### config.mk
export PLATFORM = sky130hd
export DESIGN_NAME = chnl_seq_flat
export DESIGN_NICKNAME = d
export VERILOG_FILES = /design/src/rtl/eq_pkg.sv /design/src/rtl/chnl_seq_if.sv /design/src/rtl/eng_wdog.sv /design/src/rtl/chnl_seq.sv /design/src/flat_wrapper.sv
export SDC_FILE = /design/constraint.sdc
export NUM_CORES = 1
export LEC_CHECK = 0
export CAP_MARGIN = 10
export CORE_MARGIN = 2
export CORE_UTILIZATION = 43
export DETAILED_ROUTE_END_ITERATION = 8
export PLACE_DENSITY = 0.67
export SETUP_SLACK_MARGIN = 0.02
export SLEW_MARGIN = 25
export SYNTH_ARGS = -nofsm -noshare
export SYNTH_HDL_FRONTEND = slang
export SYNTH_HIERARCHICAL = 1
export SYNTH_SLANG_ARGS = --single-unit
### constraint.sdc
create_clock -name clk -period 4.2 [get_ports clk]
set_clock_uncertainty 0.1 [all_clocks]
set_input_delay 0.63 -clock clk [delete_from_list [all_inputs] [get_ports clk]]
set_output_delay 0.63 -clock clk [all_outputs]
set_load 0.02 [all_outputs]
### src/rtl/eq_pkg.sv
// Shared types and constants for the channel sequencer: state encoding,
// sample width and the engine channel-select codes.
package eq_pkg;
    localparam int SMPL_W = 24;

    localparam logic CHNL_LFT  = 1'b0;
    localparam logic CHNL_RGHT = 1'b1;

    typedef logic signed [SMPL_W-1:0] smpl_t;

    typedef enum logic [1:0] {
        ST_IDLE = 2'd0,
        ST_LFT  = 2'd1,
        ST_RGHT = 2'd2,
        ST_DONE = 2'd3
    } state_t;
endpackage

### src/rtl/chnl_seq_if.sv
// Bundle of the sequencer's I2S input, filter-engine handshake and output pair.
// The sequencer connects through the master modport, its environment through slave.
interface chnl_seq_if;
    import eq_pkg::*;

    logic  vld;
    smpl_t lft_chnnl;
    smpl_t rght_chnnl;
    logic  eng_strt;
    logic  eng_chnl;
    smpl_t eng_smpl;
    logic  eng_done;
    smpl_t eng_rslt;
    logic  out_vld;
    smpl_t out_lft;
    smpl_t out_rght;
    logic  ovrn;
    logic  tmo;

    modport master (
        input  vld, lft_chnnl, rght_chnnl, eng_done, eng_rslt,
        output eng_strt, eng_chnl, eng_smpl, out_vld, out_lft, out_rght, ovrn, tmo
    );

    modport slave (
        output vld, lft_chnnl, rght_chnnl, eng_done, eng_rslt,
        input  eng_strt, eng_chnl, eng_smpl, out_vld, out_lft, out_rght, ovrn, tmo
    );
endinterface

### src/rtl/eng_wdog.sv
// Engine-response watchdog: counts enabled cycles since the last clear and
// flags expiry once the count reaches TMO_CYC.
module eng_wdog #(
    parameter int TMO_CYC = 1023
) (
    input  logic clk,
    input  logic rst_n,
    input  logic clr,
    input  logic en,
    output logic expired
);
    localparam int              CNT_W = $clog2(TMO_CYC + 1);
    localparam logic [CNT_W-1:0] LIMIT = CNT_W'(TMO_CYC);

    logic [CNT_W-1:0] cnt;

    // Holds at the limit so a stalled FSM can never wrap back to a short count.
    always_ff @(posedge clk or negedge rst_n) begin
        if (!rst_n) begin
            cnt <= '0;
        end else if (clr) begin
            cnt <= '0;
        end else if (en && (cnt != LIMIT)) begin
            cnt <= cnt + 1'b1;
        end
    end

    assign expired = en && (cnt == LIMIT);
endmodule

### src/rtl/chnl_seq.sv
// Sequences left/right I2S samples through one shared filter engine with a
// one-deep input buffer and an engine timeout. Optional CHNL_SEQ_OVRN_CNT_EN adds ovrn_cnt.
module chnl_seq
    import eq_pkg::*;
#(
    parameter int TMO_CYC = 1023
) (
    input  logic          clk,
    input  logic          rst_n,
    chnl_seq_if.master    bus
`ifdef CHNL_SEQ_OVRN_CNT_EN
    ,
    output logic [7:0]    ovrn_cnt
`endif
);
    state_t state, state_nxt;

    logic  pend;
    smpl_t hold_l, hold_r;
    smpl_t work_l, work_r;
    smpl_t res_l, res_r;

    logic  consume, capture;
    logic  launch, adv, tmo_c, busy, expired;
    smpl_t rslt_c;

    logic  eng_strt_q, eng_chnl_q, out_vld_q, ovrn_q;
    smpl_t eng_smpl_q, out_lft_q, out_rght_q;

    // A new pair may land in the same cycle the FSM empties the buffer.
    assign consume = (state == ST_IDLE) && pend;
    assign capture = bus.vld && (!pend || consume);
    assign busy    = (state == ST_LFT) || (state == ST_RGHT);

    eng_wdog #(.TMO_CYC(TMO_CYC)) u_wdog (
        .clk     (clk),
        .rst_n   (rst_n),
        .clr     (launch),
        .en      (busy),
        .expired (expired)
    );

    always_ff @(posedge clk or negedge rst_n) begin
        if (!rst_n) begin
            state <= ST_IDLE;
        end else begin
            state <= state_nxt;
        end
    end

    always_comb begin
        state_nxt = state;
        launch    = 1'b0;
        adv       = 1'b0;
        tmo_c     = 1'b0;
        rslt_c    = (state == ST_LFT) ? work_l : work_r;
        if (busy) begin
            if (bus.eng_done) begin
                adv    = 1'b1;
                rslt_c = bus.eng_rslt;
            end else if (expired) begin
                adv   = 1'b1;
                tmo_c = 1'b1;
            end
        end
        case (state)
            ST_IDLE: begin
                if (pend) begin
                    state_nxt = ST_LFT;
                    launch    = 1'b1;
                end
            end
            ST_LFT: begin
                if (adv) begin
                    state_nxt = ST_RGHT;
                    launch    = 1'b1;
                end
            end
            ST_RGHT: begin
                if (adv) begin
                    state_nxt = ST_DONE;
                end
            end
            default: state_nxt = ST_IDLE;
        endcase
    end

    always_ff @(posedge clk or negedge rst_n) begin
        if (!rst_n) begin
            pend <= 1'b0;
        end else if (capture) begin
            pend <= 1'b1;
        end else if (consume) begin
            pend <= 1'b0;
        end
    end

    always_ff @(posedge clk) begin
        if (capture) begin
            hold_l <= bus.lft_chnnl;
            hold_r <= bus.rght_chnnl;
        end
        if (consume) begin
            work_l <= hold_l;
            work_r <= hold_r;
        end
        if (adv && (state == ST_LFT)) begin
            res_l <= rslt_c;
        end
        if (adv && (state == ST_RGHT)) begin
            res_r <= rslt_c;
        end
    end

    always_ff @(posedge clk or negedge rst_n) begin
        if (!rst_n) begin
            eng_strt_q <= 1'b0;
            eng_chnl_q <= CHNL_LFT;
            eng_smpl_q <= '0;
            out_vld_q  <= 1'b0;
            out_lft_q  <= '0;
            out_rght_q <= '0;
            ovrn_q     <= 1'b0;
        end else begin
            eng_strt_q <= launch;
            out_vld_q  <= (state == ST_DONE);
            ovrn_q     <= bus.vld && pend && !consume;
            if (launch) begin
                if (state == ST_IDLE) begin
                    eng_chnl_q <= CHNL_LFT;
                    eng_smpl_q <= hold_l;
                end else begin
                    eng_chnl_q <= CHNL_RGHT;
                    eng_smpl_q <= work_r;
                end
            end
            if (state == ST_DONE) begin
                out_lft_q  <= res_l;
                out_rght_q <= res_r;
            end
        end
    end

`ifdef CHNL_SEQ_OVRN_CNT_EN
    always_ff @(posedge clk or negedge rst_n) begin
        if (!rst_n) begin
            ovrn_cnt <= '0;
        end else if (ovrn_q && (ovrn_cnt != 8'hFF)) begin
            ovrn_cnt <= ovrn_cnt + 8'd1;
        end
    end
`endif

    assign bus.eng_strt = eng_strt_q;
    assign bus.eng_chnl = eng_chnl_q;
    assign bus.eng_smpl = eng_smpl_q;
    assign bus.out_vld  = out_vld_q;
    assign bus.out_lft  = out_lft_q;
    assign bus.out_rght = out_rght_q;
    assign bus.ovrn     = ovrn_q;
    assign bus.tmo      = tmo_c;
endmodule

### src/flat_wrapper.sv
// flat-port wrapper written by rule: the top's interface ports become plain ports
module chnl_seq_flat import eq_pkg::*;
#(
    parameter int TMO_CYC = 1023
)
  (clk, rst_n, bus_vld, bus_lft_chnnl, bus_rght_chnnl, bus_eng_done, bus_eng_rslt, bus_eng_strt, bus_eng_chnl, bus_eng_smpl, bus_out_vld, bus_out_lft, bus_out_rght, bus_ovrn, bus_tmo);
  chnl_seq_if bus_i ();
  input  logic clk;
  input  logic rst_n;
  input wire logic [$bits(bus_i.vld)-1:0] bus_vld;
  input wire logic [$bits(bus_i.lft_chnnl)-1:0] bus_lft_chnnl;
  input wire logic [$bits(bus_i.rght_chnnl)-1:0] bus_rght_chnnl;
  input wire logic [$bits(bus_i.eng_done)-1:0] bus_eng_done;
  input wire logic [$bits(bus_i.eng_rslt)-1:0] bus_eng_rslt;
  output wire logic [$bits(bus_i.eng_strt)-1:0] bus_eng_strt;
  output wire logic [$bits(bus_i.eng_chnl)-1:0] bus_eng_chnl;
  output wire logic [$bits(bus_i.eng_smpl)-1:0] bus_eng_smpl;
  output wire logic [$bits(bus_i.out_vld)-1:0] bus_out_vld;
  output wire logic [$bits(bus_i.out_lft)-1:0] bus_out_lft;
  output wire logic [$bits(bus_i.out_rght)-1:0] bus_out_rght;
  output wire logic [$bits(bus_i.ovrn)-1:0] bus_ovrn;
  output wire logic [$bits(bus_i.tmo)-1:0] bus_tmo;
  assign bus_i.vld = bus_vld;
  assign bus_i.lft_chnnl = bus_lft_chnnl;
  assign bus_i.rght_chnnl = bus_rght_chnnl;
  assign bus_i.eng_done = bus_eng_done;
  assign bus_i.eng_rslt = bus_eng_rslt;
  assign bus_eng_strt = bus_i.eng_strt;
  assign bus_eng_chnl = bus_i.eng_chnl;
  assign bus_eng_smpl = bus_i.eng_smpl;
  assign bus_out_vld = bus_i.out_vld;
  assign bus_out_lft = bus_i.out_lft;
  assign bus_out_rght = bus_i.out_rght;
  assign bus_ovrn = bus_i.ovrn;
  assign bus_tmo = bus_i.tmo;
  chnl_seq #(.TMO_CYC(TMO_CYC)) u_core (.clk(clk), .rst_n(rst_n), .bus(bus_i));
endmodule
* Word-level counts from Yosys, hierarchy flattened
Cells that the tools add are included.
** Storage, ports and cells
- Memories kept :: 0
- Latch bits :: 0
- Memory bits (writable) :: 0
- Register bits after elaboration :: 233
- Memory bits (read-only) :: 0
- Logic and storage cells :: 62
** Operators by class
- Order comparisons :: 0
- Eq/ne operators :: 8
- Reduce and logical (&&, ||, !) cells :: 16
- Shifts and indexed selects :: 0
- Bitwise gates (word level) :: 0
- Mux-type cells :: 21
- Div/mod/pow operators :: 0
- $mul :: 0
- Add/sub/neg operators :: 1
** Operator list (number)
- $mux W24 :: 4
- $mux W10 :: 2
- $add A10 B1 Y10 const B :: 1
- $eq A10 B10 Y1 const B :: 1
- $mux W1 :: 10
- $ne A10 B10 Y1 const B :: 1
- $logic_and A1 B1 Y1 :: 8
- $mux W2 :: 3
- $ne A2 B1 Y1 const B :: 3
- $pmux W2 S3 :: 1
- $eq A2 B2 Y1 const B :: 2
- $reduce_bool A2 Y1 :: 2
- $reduce_and A3 Y1 :: 1
- $eq A2 B1 Y1 const B :: 1
- $logic_not A1 Y1 :: 2
- $logic_not A2 Y1 :: 1
- $logic_or A1 B1 Y1 :: 2
- $pmux W1 S2 :: 1

* Logic depth before layout (Yosys ltp)
- Word-level depth :: 9
- Mapped depth :: 14

* By module
The synthesis kept the hierarchy.
** By module, submodules not included
- chnl_seq :: cells each 470, times used 1, area each 8204.1 sq um
- eng_wdog :: cells each 71, times used 1, area each 650.6 sq um

* Worst setup path after synthesis
Ideal clock, no wire load.
- Kind :: register to register
- Start point :: register u_core.state[0]
- End point :: register u_core.work_l[0], enable pin
- Clock period less this slack :: 3.099 ns
- Required time :: 3.668 ns
- Cell stages (with the launch flop) :: 7
- Slack :: 1.101 ns
- Path buffers :: 3
- Data arrival time :: 2.568 ns
- Cells stage by stage :: dfrtp_1 -> inv_1 -> ha_1 -> buf_6 -> and2_1 -> buf_6 -> clkbuf_1
** Between the ends
- Cells in the longest elaborated chain, start to end :: 2
** RTL lines
- start, declared :: line chnl_seq.sv:16 : state_t state, state_nxt;
- start signal, assigned :: line chnl_seq.sv:47 : state <= state_nxt;
- $logic_not A2 Y1 :: line chnl_seq.sv:31 : assign consume = (state == ST_IDLE) && pend;
- $logic_and A1 B1 Y1 :: line chnl_seq.sv:31
- named net u_core.consume :: line chnl_seq.sv:23 : logic consume, capture;
- end signal, assigned :: line chnl_seq.sv:104 : work_l <= hold_l;
- end, declared :: line chnl_seq.sv:20 : smpl_t work_l, work_r;
The timed path passes the listed nets, and every way through them passes these cells.
A chain may end at the register's enable or synchronous reset.

* Worst setup path after layout
- Start point :: register u_core.state[0]
- End point :: output port bus_tmo
** Between the ends
- Cells in the longest elaborated chain, start to end :: 6
** RTL lines
- $eq A2 B1 Y1 or $eq A2 B2 Y1 (tied branches) :: line chnl_seq.sv:33 : assign busy = (state == ST_LFT) || (state == ST_RGHT);
- $logic_or A1 B1 Y1 * :: line chnl_seq.sv:33
- named net u_core.busy :: line chnl_seq.sv:24 : logic launch, adv, tmo_c, busy, expired;
- $logic_and A1 B1 Y1 * :: line eng_wdog.sv:28 : assign expired = en && (cnt == LIMIT);
- named net u_core.expired :: line chnl_seq.sv:24
- $mux W1 * :: line chnl_seq.sv:61 : end else if (expired) begin
- $mux W1 * :: line chnl_seq.sv:58 : if (bus.eng_done) begin
- $mux W1 * :: line chnl_seq.sv:57 : if (busy) begin
- end, declared :: line flat_wrapper.sv:22 : output wire logic [$bits(bus_i.tmo)-1:0] bus_tmo;
The timed path passes the listed nets; every way through them passes the cells marked *.

==> impl_metrics.env <==
export IMPL_synth_cell_types=42
export IMPL_netlist_top_cells_area="edfxtp_1, dfrtp_1, mux2_2, mux2i_1, a21oi_2"
export IMPL_synth_compound_area_share_pct=5.40
export IMPL_grt_pass1_vias=5085
export IMPL_ir_drop_uv=359
export IMPL_start_util_pct=43.8
export IMPL_remaining_drc_errors=0
export IMPL_postSynthCellCount=541
export IMPL_min_path_type="in -> async"
export IMPL_layout_drive_gt1_share_pct=17.4
export IMPL_wire_per_inst_um=18.3
export IMPL_cap_violations=0
export IMPL_tightest_slew_ps=901
export IMPL_drt_wl_total_mm=18.1
export IMPL_worstPathArrival_ps=2880
export IMPL_yosys_area_top_type="edfxtp_1"
export IMPL_grt_max_degree=68
export IMPL_crit_top_cell="nand2_1"
export IMPL_finalPower_mw=9.27
export IMPL_die_h_um=148
export IMPL_nFillCells=1603
export IMPL_synthAdderAreaFrac_pct=0.989
export IMPL_synth_xor_area_share_pct=0
export IMPL_core_um2=20200
export IMPL_cts_sinks=233
export IMPL_grt_pass1_wl_mm=28.2
export IMPL_die_area_um2=21800
export IMPL_numCtsBuffers=24
export IMPL_required_ps=3470
export IMPL_worstSkewPairLatency_ps=510
export IMPL_via_count=5032
export IMPL_path_cells="inv_1, ha_2, nand2_1, nor3_1, nand2_1, nor2_1, clkdlybuf4s50_1"
export IMPL_num_rows=52
export IMPL_fin_setup_tns_ps=0
export IMPL_boundaryPins=153
export IMPL_synth_top_family_by_area="multiplexers"
export IMPL_synth_seq_area_share_pct=74.0
export IMPL_status="finished, final reports clean"
export IMPL_clk_pin_slew_ps=60
export IMPL_worst_setup_path_start_kind="flop"
export IMPL_regArea_um2=6550
export IMPL_relSlewSlack_pct=39.9
export IMPL_syn_cell_area_um2=8850
export IMPL_gp_congestion=0.800
export IMPL_cp_slowest_cell="clkdlybuf4s50_1"
export IMPL_synth_seq_cells=233
export IMPL_ant_nets=0
export IMPL_drt_initial_drc_count=275
export IMPL_criticalPathCategory="reg -> out"
export IMPL_synth_edff_count=144
export IMPL_die_w_um=148
export IMPL_final_core_utilization_pct=56.5
export IMPL_place_port_buffers=152
export IMPL_cp_max_fo=15
export IMPL_final_common_cell="clkdlybuf4s50_1"
export IMPL_synthMuxAreaShare_pct=12.1
export IMPL_ys_flop_type="edfxtp_1"
export IMPL_cts_resized=0
export IMPL_final_cell_mix="clkdlybuf4s50_1, edfxtp_1, dfrtp_1, mux2_2, mux2i_1"
export IMPL_end_kind="primary output"
export IMPL_grt_overflow=0
export IMPL_critPathBufInv=2
export IMPL_area_delta_synth_final_pct=29.2
export IMPL_clock_fmax_mhz=277
export IMPL_synth_avg_cell_area_um2=16.4
export IMPL_final_nets=785
export IMPL_n_antenna_cell=0
export IMPL_finalCriticalPeriod_ps=3610
export IMPL_final_cells=990
export IMPL_ctsHoldBuffers=0
export IMPL_dpl_cell_count=946
export IMPL_cts_root_buf="clkbuf_16"
export IMPL_htree_levels=1
export IMPL_ys_async_sr_fraction_pct=38.2
export IMPL_power_density_nw_per_um2=810
export IMPL_antenna_found_initial=0
export IMPL_setup_viol=0
export IMPL_yosys_warnings=6
export IMPL_synth_nets=624
export IMPL_hold_worst_slack_ps=161
export IMPL_hold_viol_final=0
export IMPL_dp_hpwl_mm=12.4
export IMPL_critPathMaxStageDelay_ps=610
export IMPL_cts_tree="yes"
export IMPL_synth_simple_gate_area_share_pct=5.47
export IMPL_viasPerCell=5.08
export IMPL_dr_pass1_iters=4
export IMPL_multi_input_area_um2=2140
export IMPL_rsz0062_at_grt="false"
export IMPL_clk_path_buf_depth=3
export IMPL_slew_viol_final=0
export IMPL_synth_top_cell_area_share_pct=48.8
export IMPL_grtUsageTotal_pct=16.6
export IMPL_period_share_pct=85.9
export IMPL_postCtsSetupBuffers=0
export IMPL_p_leak_nw=4.15
export IMPL_crit_family="buffers and inverters"
==> logic make-up (layout without fill, tap and decap cells) <==
group,count (synthesis),after routing
AO/OA/AOI/OAI,71,71
buffers and inverters,34,213
multiplexers,100,100
AND/OR/NAND/NOR,96,96
flip-flops,233,233
adder cells (fa/ha/maj),7,7
==> per-stage QoR <==
step,setup WS [ps],instance area (um^2)
after detailed placement,1150,10700
after global placement,1240,10600
after CTS,574,11400
after global routing,400,11400
final,591,11400
after floorplan,1100,8850
==> worst paths after layout <==
path,start,endpoint,slack (ps),cells past startpoint
min in group clk,u_core/hold_r[17]$_DFFE_PP_,u_core/work_r[17]$_DFFE_PP_,310,0
max reg2reg,u_core/state[0]$_DFFE_PN0P_,u_core/u_wdog/cnt[1]$_DFFE_PN0P_,1190,9
max in group asynchronous,rst_n,u_core/bus.out_lft[6]$_DFFE_PN0P_,2970,2
min reg2reg,u_core/hold_r[17]$_DFFE_PP_,u_core/work_r[17]$_DFFE_PP_,310,0
max,u_core/state[0]$_DFFE_PN0P_,bus_tmo,590,7
min,rst_n,u_core/bus.out_rght[14]$_DFFE_PN0P_,160,1
==> Yosys cell counts, types with 2 or more instances <==
cell type,instances
edfxtp_1,144
dfrtp_1,89
mux2_2,51
mux2i_1,48
nand2_1,29
nor3_1,27
o21ai_0,27
a21oi_2,19
clkbuf_1,12
buf_2,9
a21oi_1,8
nor2_1,8
ha_1,7
buf_6,6
inv_1,6
nand3_1,6
nor2b_1,6
and2_1,5
a211oi_1,4
nand4_1,4
a22oi_1,2
and3_1,2
nand2b_1,2
o21a_1,2
==> state kept, by name (all words and copies together), names as in the netlist, 10 cells and up <==
name / cells
u_core/bus.eng_smpl: 24
u_core/bus.out_lft: 24
u_core/bus.out_rght: 24
u_core/hold_l: 24
u_core/hold_r: 24
u_core/res_l: 24
u_core/res_r: 24
u_core/work_l: 24
u_core/work_r: 24
u_core/u_wdog/cnt: 10
==> routing by layer <==
layer  global-route usage (%)  wire length (um)  vias to the layer above
met5                        0                 0                        -
met4                     6.11               510                        0
met3                     2.10               811                       31
met2                     27.4              8940                      149
met1                     22.6              7850                     2512
li1                         -                 -                     2340
==> layout make-up <==
class	count	share of cell area, %
clock buffer	36	6.09
clock inverter	8	0.799
inverter	6	0.197
multi-input combinational	274	18.7
sequential	233	57.3
tap	270	2.95
timing repair buffer	163	14.0
==> report_power, final <==
part           switching [mW]  total [mW]  leakage [nW]  internal [mW]
logic                    1.87        3.35          1.37           1.48
clock network           0.824        2.09         0.386           1.27
registers               0.381        3.83          2.39           3.45
Note: power is estimated with default switching activity, not from simulation.
